`config.mk`:
```
export PLATFORM = sky130hd
export DESIGN_NAME = disp_scan_ctrl
export DESIGN_NICKNAME = d
export VERILOG_FILES = /design/src/rtl/disp_scan_ctrl.sv
export SDC_FILE = /design/constraint.sdc
export NUM_CORES = 1
export LEC_CHECK = 0
export CAP_MARGIN = 20
export CORE_MARGIN = 1
export CORE_UTILIZATION = 52
export DETAILED_ROUTE_END_ITERATION = 8
export PLACE_DENSITY = 0.87
export SLEW_MARGIN = 20
export SYNTH_ARGS = -nofsm -noshare
export SYNTH_HDL_FRONTEND = slang
export SYNTH_SLANG_ARGS = --single-unit
```
`constraint.sdc`:
```
create_clock -name clk -period 8 [get_ports clk]
set_input_delay 1.6 -clock clk [delete_from_list [all_inputs] [get_ports clk]]
set_output_delay 1.6 -clock clk [all_outputs]
set_load 0.1 [all_outputs]
```
`src/rtl/disp_scan_ctrl.sv`:
```
// Refresh/scan controller for an 8-digit seven-segment display: digit select, active-low anodes,
// per-slot blanking and a frame-buffered nibble source. Optional anode PWM under DISP_SCAN_PWM_EN.
module disp_scan_ctrl #(
    parameter int CLK_DIV      = 12500,
    parameter int BLANK_CYCLES = 250
) (
    input  logic        clk,
    input  logic        rst_n,
    input  logic [31:0] data_in,
    input  logic        data_valid,
    output logic        data_ready,
    input  logic [7:0]  digit_en,
    output logic [2:0]  sel,
    output logic [7:0]  an,
    output logic [3:0]  nibble,
    output logic        frame_done
`ifdef DISP_SCAN_PWM_EN
    ,
    input  logic [3:0]  bright
`endif
);

    localparam int CNT_W = (CLK_DIV > 2) ? $clog2(CLK_DIV) : 1;

    typedef enum logic {PH_BLANK, PH_SHOW} phase_t;

    // Handshake: a frame transfers on any rising edge where data_valid && data_ready are both high;
    // data_ready is low exactly while the pending buffer holds a frame not yet promoted to active.
    logic [CNT_W-1:0] cnt, cnt_nxt;
    logic [2:0]       sel_nxt;
    logic [31:0]      pending, active, active_nxt;
    phase_t           phase, phase_nxt;
    logic             last_cnt, wrap, take, lit;
    logic [7:0]       an_nxt;
`ifdef DISP_SCAN_PWM_EN
    logic [3:0]       pwm, pwm_nxt;
`endif

    always_comb begin
        last_cnt   = (cnt == CNT_W'(CLK_DIV - 1));
        wrap       = last_cnt && (sel == 3'd7);
        cnt_nxt    = last_cnt ? '0 : cnt + 1'b1;
        sel_nxt    = last_cnt ? sel + 3'd1 : sel;
        take       = data_valid && data_ready;
        // Promotion only at the frame boundary keeps a frame from tearing mid-scan.
        active_nxt = (wrap && !data_ready) ? pending : active;

        if (cnt_nxt == CNT_W'(BLANK_CYCLES))
            phase_nxt = PH_SHOW;
        else if (last_cnt)
            phase_nxt = PH_BLANK;
        else
            phase_nxt = phase;

`ifdef DISP_SCAN_PWM_EN
        pwm_nxt = pwm + 4'd1;
        lit     = (pwm_nxt <= bright);
`else
        lit     = 1'b1;
`endif

        // Outputs are registered from next-state values so an/sel/nibble always describe the same slot.
        if (phase_nxt == PH_SHOW && digit_en[sel_nxt] && lit)
            an_nxt = ~(8'd1 << sel_nxt);
        else
            an_nxt = 8'hFF;
    end

    always_ff @(posedge clk or negedge rst_n) begin
        if (!rst_n) begin
            cnt        <= '0;
            sel        <= 3'd0;
            phase      <= PH_BLANK;
            an         <= 8'hFF;
            nibble     <= 4'd0;
            active     <= 32'd0;
            pending    <= 32'd0;
            data_ready <= 1'b1;
            frame_done <= 1'b0;
`ifdef DISP_SCAN_PWM_EN
            pwm        <= 4'd0;
`endif
        end else begin
            cnt        <= cnt_nxt;
            sel        <= sel_nxt;
            phase      <= phase_nxt;
            an         <= an_nxt;
            active     <= active_nxt;
            nibble     <= active_nxt[{sel_nxt, 2'b00} +: 4];
            frame_done <= wrap;
`ifdef DISP_SCAN_PWM_EN
            pwm        <= pwm_nxt;
`endif
            // take needs data_ready high and promotion needs it low, so they never coincide.
            if (take) begin
                pending    <= data_in;
                data_ready <= 1'b0;
            end else if (wrap && !data_ready) begin
                data_ready <= 1'b1;
            end
        end
    end

endmodule

```
==> results_dict.tcl, run 1 <==
set metrics [dict create \
    numClockSinks 96 \
    path_buf_inv 1 \
    route.met2.wl_um 4277 \
    ys_warn_count 0 \
    grt_pass1_vias 2928 \
    dp_slack_ns 4.126 \
    ant_nets 0 \
    path_cells "clkdlybuf4s50_1" \
    cts.htree.levels 3 \
    drive_gt1_share_pct 21.26 \
    ir_worst_vdd_uv 103.2 \
    die_area_um2 9001 \
    gr-total-overflow 0 \
    syn_inst 354 \
    crit_required_ns 6.40 \
    p_leak_uw 0.002644 \
    synth.cell_area_um2 4486 \
    drv_cap 0 \
    antenna_found_initial 0 \
    cp_top_family "buffers and inverters" \
    insertion_delay_ns 0.36 \
    core_um2 8299 \
    synth.top_cell.area_share_pct 48.54 \
    syn2layout_area_growth_pct 18.58 \
    nFillCells 615 \
    met1_length_um 3706 \
    multi_input_area_um2 1868 \
    synth_edf_count 0 \
    ctsResizeCount 0 \
    hpwl_um 6042 \
    wl_um 8625 \
    ys_async_sr_fraction_pct 100.0 \
    yosysUniqueCellTypes 54 \
    grt_setup_unrepaired "false" \
    post_cts_buffers 0 \
    maxSlewViolCount 0 \
    status "complete, no violations" \
    path_class "flop to output pin" \
    grt_first_pass_wirelength_um 14190 \
    syn-num-nets 400 \
    clockRootBuffer "clkbuf_8" \
    regArea_um2 2414 \
    hold_viol_final 0 \
    min_period_ns 4.251 \
    finalSetupTns_ns 0 \
    whs_path_depth 1 \
    die_width_um 94.88 \
    critPathLaunchType "flop" \
    viasPerCell 5.580 \
    top_layer "met4" \
    cts_buffers 9 \
    dr.pass1.iters 4 \
    synth_area_leaders "dfrtp_1, mux2_2, mux2i_1, dfstp_2, inv_1" \
    cp.depth 1 \
    cts_buffer_depth 2 \
    r2r_cells 6 \
    holdWs_ns 0.4993 \
    critPathMaxStageDelay_ns 1.29 \
    synth.yosys.seq_area_share_pct 53.81 \
    hold_buffers 0 \
    max_freq_ghz 0.2352 \
    diodes 0 \
    clkSlewWorstSetupHoldPaths_ns 0.09 \
    grt_max_degree 71 \
    routabilityCongestion 0.8113 \
    skew_ns 0.009197 \
    critPathSlowestCell "clkdlybuf4s50_1" \
    ys_dominant_reg_cell "dfrtp_1" \
    finalSetupViolCount 0 \
    setup_slack_ns 3.749 \
    end_kind "output pin" \
    synth_commonest_cells "dfrtp_1, mux2_2, mux2i_1, inv_1, nor2_1" \
    synth_area_leader_cell "dfrtp_1" \
    syn_area_per_cell_um2 12.67 \
    dr_wl_met3_um 457 \
    min_period_over_period_pct 53.14 \
    rows 33 \
    worstPathMaxFanout 26 \
    synth.ff_latch_count 96 \
    yosysMostFrequentCell "dfrtp_1" \
    worstMarginPinSlew_ns 1.014 \
    maxSlewHeadroom_pct 32.16 \
    p_per_area_nw_per_um2 159.5 \
    route.detailed.drc 0 \
    portBuffers 59 \
    grtUsageTotal_pct 21.18 \
    post_drt_wl_per_cell_um 16.62 \
    start_util_pct 54.05 \
    nNetsFinal 455 \
    top_level_ports 60 \
    drtIter0Drc 198 \
    die_h_um 94.88 \
    via_count 2896 \
    tritoncts "yes" \
    min_path_type "flop to flop" \
    arrival_ns 2.65 \
]
-- flip-flops by register name, indices dropped and copies added, names as in the netlist --
register    cells
an              8
nibble          4
data_ready      1
cnt            14
pending        32
active         32
sel             3
frame_done      1
phase           1
-- kinds of logic after synthesis --
kind of cell             Yosys count  synth area share (%)
AO/OA/AOI/OAI                     39                 7.057
multiplexers                      79                 19.86
buffers and inverters             40                 4.547
AND/OR/NAND/NOR                   83                 11.16
XOR/XNOR                          14                 2.734
adder cells (fa/ha/maj)            3                0.8369
flip-flops                        96                 53.81
-- placed cells by master, fill, tap and decap left out, types with 4 or more instances in the layout --
master,n
dfstp_2,9
nor2b_1,5
a21oi_1,11
inv_1,22
nor2_1,16
nand2b_1,8
nand3_1,9
mux2i_1,29
a31oi_1,5
clkdlybuf4s50_1,58
buf_4,4
nand2_1,15
mux2_2,43
clkbuf_8,10
xnor2_1,8
xor2_1,6
dfrtp_1,87
-- metal layers --
metal / vias up / track usage, %
li1: 1365 / -
met1: 1435 / 28.02
met2: 84 / 33.57
met3: 12 / 3.945
met4: 0 / 10.35
met5: - / 0
-- area by class of cell --
type                            count  area share (%)
Clock buffer                       10           2.588
Clock inverter                      6           1.411
Inverter                           22           1.553
Multi-Input combinational cell    218           35.12
Sequential cell                    96           45.38
Tap cell                          105           2.470
Timing Repair Buffer               62           11.48
-- power by group --
part           total (uW)  switching, uW  internal (uW)
clock                 332            175            157
sequential            485              0            485
combinational        31.0           12.6           18.5
total                 848            187            661
-- final timing paths --
kind | from | end | slack, ns
worst max register to register | cnt[3] | nibble[1] | 4.48
min in group asynchronous | rst_n | pending[30] | 1.12
worst min-delay path | active[28] | active[28] | 0.50
worst min register to register | active[28] | active[28] | 0.50
max in group asynchronous | rst_n | cnt[2] | 5.72
worst max-delay path | sel[0] | sel[0] | 3.75
-- metrics by stage --
stage                     instance area [um2]  utilization (%)  cells  total power, uW
after floorplan                          4486                -    354            495.4
after CTS                                5319            64.09    519            856.3
after global placement                   5106            61.53    503            525.6
after detailed placement                 5106            61.53    503            526.3
after global routing                     5319            64.09    519            880.2
final                                    5319            64.09    519            848.3
Note: power is estimated with default switching activity, not from simulation.
==> run 2: changes to the inputs <==
Settings changed: CORE_UTILIZATION 52 to 50.
Clock period 8 ns to 3.9 ns, I/O delays scaled along.
==> results_dict.tcl, run 2 (synthesis gave the netlist of run 1 again) <==
set metrics [dict create \
    r2r_slack_ns 1.03 \
    ant_nets 0 \
    maxSlewViolCount 0 \
    cts_buffers 9 \
    dp_cells 511 \
    critPathMaxStageDelay_ns 1.15 \
    gr-total-overflow 0 \
    skew_ns 0.01082 \
    portBuffers 59 \
    syn2layout_area_growth_pct 19.05 \
    p_per_area_nw_per_um2 318.4 \
    die_width_um 96.72 \
    worstMarginPinSlew_ns 0.9741 \
    post_cts_buffers 0 \
    viasPerCell 5.533 \
    min_path_type "input port to async pin" \
    cp_top_family "buffers and inverters" \
    post_drt_wl_per_cell_um 16.63 \
    p_leak_uw 0.002667 \
    r2r_end "nibble[2]" \
    grtUsageTotal_pct 20.03 \
    hold_buffers 0 \
    nNetsFinal 460 \
    clkSlewWorstSetupHoldPaths_ns 0.10 \
    critPathLaunchType "flop" \
    dr.pass1.iters 4 \
    insertion_delay_ns 0.36 \
    core_um2 8721 \
    clockRootBuffer "clkbuf_8" \
    hpwl_um 6419 \
    wl_um 8765 \
    cts_buffer_depth 2 \
    grt_first_pass_wirelength_um 15040 \
    layout_common_cells "dfrtp_1, clkdlybuf4s50_1, mux2_2" \
    path_buf_inv 1 \
    layout_commonest_cell "dfrtp_1" \
    worstPathMaxFanout 5 \
    ctsResizeCount 0 \
    grt_max_degree 42 \
    arrival_ns 2.11 \
    via_count 2916 \
    reg.largest.list "active: 32 flops, pending: 32 flops, cnt: 14 flops" \
    route.detailed.drc 0 \
    min_period_ns 2.893 \
    hold_viol_final 0 \
    routabilityCongestion 0.8116 \
    ir_worst_vdd_uv 232.1 \
    finalSetupTns_ns 0 \
    rr_startpoint "cnt[2]" \
    maxSlewHeadroom_pct 34.85 \
    top_level_ports 60 \
    min_period_over_period_pct 74.17 \
    r2r_cells 5 \
    status "complete, no violations" \
    drtIter0Drc 149 \
    end_kind "output pin" \
    critPathSlowestCell "clkdlybuf4s50_1" \
    path_class "flop to output pin" \
    finalNonFillerCells 527 \
    numClockSinks 96 \
    drive_gt1_share_pct 22.43 \
    endpoint "data_ready" \
    tritoncts "yes" \
    grt_setup_unrepaired "false" \
    crit_required_ns 3.12 \
    diodes 0 \
    grt_pass1_vias 3043 \
    cp.depth 1 \
    path_cells "clkdlybuf4s50_1" \
    rows 34 \
    cts.htree.levels 3 \
    finalSetupViolCount 0 \
    startpoint "data_ready" \
    die_area_um2 9354 \
    start_util_pct 51.43 \
    die_h_um 96.72 \
    antenna_found_initial 0 \
    drv_cap 0 \
    max_freq_ghz 0.3457 \
]
==> run 2: report_power, final <==
part | total (uW) | switching (uW) | internal [uW]
clock network | 641 | 374 | 267
logic | 64.4 | 26.0 | 38.5
registers | 995 | 0 | 995
total | 1700 | 400 | 1300
==> run 2: worst min-delay path by stage <==
stage	to	slack (ns)	cells after the start	from
after floorplan	active[21]	0.45	2	active[21]
after global placement	active[16]	0.47	1	active[16]
after detailed placement	active[20]	0.47	2	active[20]
after CTS	active[19]	0.41	1	rst_n
after global routing	active[15]	0.42	1	rst_n
final	pending[13]	0.40	1	rst_n
==> run 2: metrics by stage <==
stage          hold WS [ns]  util [%]  setup slack [ns]  instance area [um2]  power (uW)
2_1_floorplan        0.4458         -            0.9449                 4486        1016
3_3_place_gp         0.4658     59.00             1.124                 5145        1080
3_5_place_dp         0.4701     59.00             1.060                 5145        1081
4_1_cts              0.4116     61.23            0.9992                 5340        1713
5_1_grt              0.4243     61.23            0.8154                 5340        1759
6_report             0.4025     61.23             1.007                 5340        1700
==> run 2: area by class of cell <==
class                      instances  area, um2
multi-input combinational        218       1868
tap                              108      135.1
fill                             675       3381
sequential                        96       2414
clock inverter                     6      57.56
inverter                          22      82.58
clock buffer                      10      137.6
timing repair buffer              67      645.6
==> run 2: metal layers <==
| layer | track usage [%] | routed length (um) | share of wire, % | up-vias |
|---|---|---|---|---|
| met3 | 3.829 | 372 | 4.2 | 8 |
| met5 | 0 | 0 | 0 | - |
| li1 | - | - | - | 1366 |
| met4 | 6.544 | 96 | 1.1 | 0 |
| met1 | 28.27 | 4168 | 48 | 1475 |
| met2 | 31.37 | 4128 | 47 | 67 |
==> run 3: changes to the inputs <==
Settings changed: CORE_UTILIZATION 50 to 52.
Clock period 3.9 ns to 2.9 ns, I/O delays scaled along.
==> results_dict.tcl, run 3 (synthesis gave the netlist of run 1 again) <==
set metrics [dict create \
    status "complete, no violations" \
    antenna_found_initial 0 \
    drtIter0Drc 156 \
    min_period_ns 2.717 \
    start_util_pct 54.05 \
    gr-total-overflow 0 \
    hpwl_um 6511 \
    startpoint "cnt[3]" \
    cts.htree.levels 3 \
    via_count 2981 \
    drive_gt1_share_pct 27.66 \
    drv_cap 0 \
    maxSlewHeadroom_pct 57.44 \
    min_period_over_period_pct 93.70 \
    die_width_um 94.88 \
    grt_setup_unrepaired "false" \
    grt_max_degree 52 \
    hold_viol_final 0 \
    grt_pass1_vias 2948 \
    p_leak_uw 0.002709 \
    min_path_type "input port to async pin" \
    rr_startpoint "cnt[3]" \
    grt_first_pass_wirelength_um 14810 \
    finalSetupViolCount 0 \
    layout_commonest_cell "dfrtp_1" \
    stdcell_area_um2 5365 \
    die_area_um2 9001 \
    cts_buffer_depth 2 \
    wl_um 9164 \
    top_level_ports 60 \
    crit_required_ns 3.14 \
    numClockSinks 96 \
    path_class "flop to flop" \
    hold_buffers 0 \
    route.detailed.drc 0 \
    maxSlewViolCount 0 \
    critPathLaunchType "flop" \
    holdWs_ns 0.2274 \
    max_freq_ghz 0.3680 \
    die_h_um 94.88 \
    post_drt_wl_per_cell_um 17.36 \
    ant_nets 0 \
    p_per_area_nw_per_um2 426.0 \
    cts_buffers 9 \
    rows 33 \
    tritoncts "yes" \
    finalNonFillerCells 528 \
    portBuffers 59 \
    finalSetupTns_ns 0 \
    nNetsFinal 465 \
    grtUsageTotal_pct 22.02 \
    viasPerCell 5.646 \
    layout_common_cells "dfrtp_1, mux2_2, clkdlybuf4s50_1" \
    syn2layout_area_growth_pct 19.61 \
    skew_ns 0.01007 \
    insertion_delay_ns 0.36 \
    clockRootBuffer "clkbuf_8" \
    diodes 0 \
    clkSlewWorstSetupHoldPaths_ns 0.10 \
    arrival_ns 2.96 \
    worstMarginPinSlew_ns 0.6384 \
    routabilityCongestion 0.8716 \
    core_um2 8299 \
    reg.largest.list "active: 32 flops, pending: 32 flops, cnt: 14 flops" \
    worstPathMaxFanout 32 \
    finalPower_uw 2286 \
    end_kind "flop" \
    dpl_cell_area_um2 5144 \
    ir_worst_vdd_uv 372.1 \
    dr.pass1.iters 4 \
    dp_cells 510 \
]
-- run 3: final cells by class --
| type | count | area [um2] |
|---|---|---|
| inverters | 22 | 82.58 |
| clock buffers | 9 | 123.9 |
| multi-input cells | 218 | 1874 |
| fillers | 609 | 2934 |
| clock inverters | 6 | 68.82 |
| well taps | 105 | 131.4 |
| flip-flops and latches | 96 | 2416 |
| repair buffers | 72 | 668.1 |
-- run 3: worst paths after layout --
kind	endpoint	slack, ns	cells past startpoint
setup / recovery	nibble[1]	0.18	5
hold / removal	pending[26]	0.23	1
setup reg to reg	nibble[1]	0.18	5
hold reg to reg	active[20]	0.50	2
max in group asynchronous	active[0]	1.98	2
min in group clk	active[20]	0.50	2
-- run 3: timing repair --
action | 4_1_cts | 5_1_grt
buffers inserted | 0 | 3
endpoints found under the setup margin | 0 | 6
gates resized for setup | 0 | 1
-- run 3: power by group --
group | internal (uW) | switching, uW
combinational | 52.8 | 35.4
clock | 398 | 461
sequential | 1340 | 0
-- run 3: worst max-delay path, cell delays in order (launching register included) --
cell and delay, ns:
dfrtp_1 0.47, or4b_4 0.60, or4_4 0.70, mux2i_1 0.37, o22ai_1 0.17, o32a_1 0.29
-- run 3: per-layer routing --
layer  wire, um  track usage [%]  vias up
met5          0                0        -
met4        138            8.460        0
met3        379            3.865       14
met2       4592            35.07       74
met1       4053            30.04     1518
li1           -                -     1375
-- run 3: metrics by stage --
stage / worst slack, ns / util [%]
finish: 0.1827 / 64.65
global route: 0.06087 / 64.65
CTS: 0.1315 / 64.30
detailed placement: 0.1494 / 61.98
global placement: 0.2256 / 61.98
floorplan: 0.1761 / -
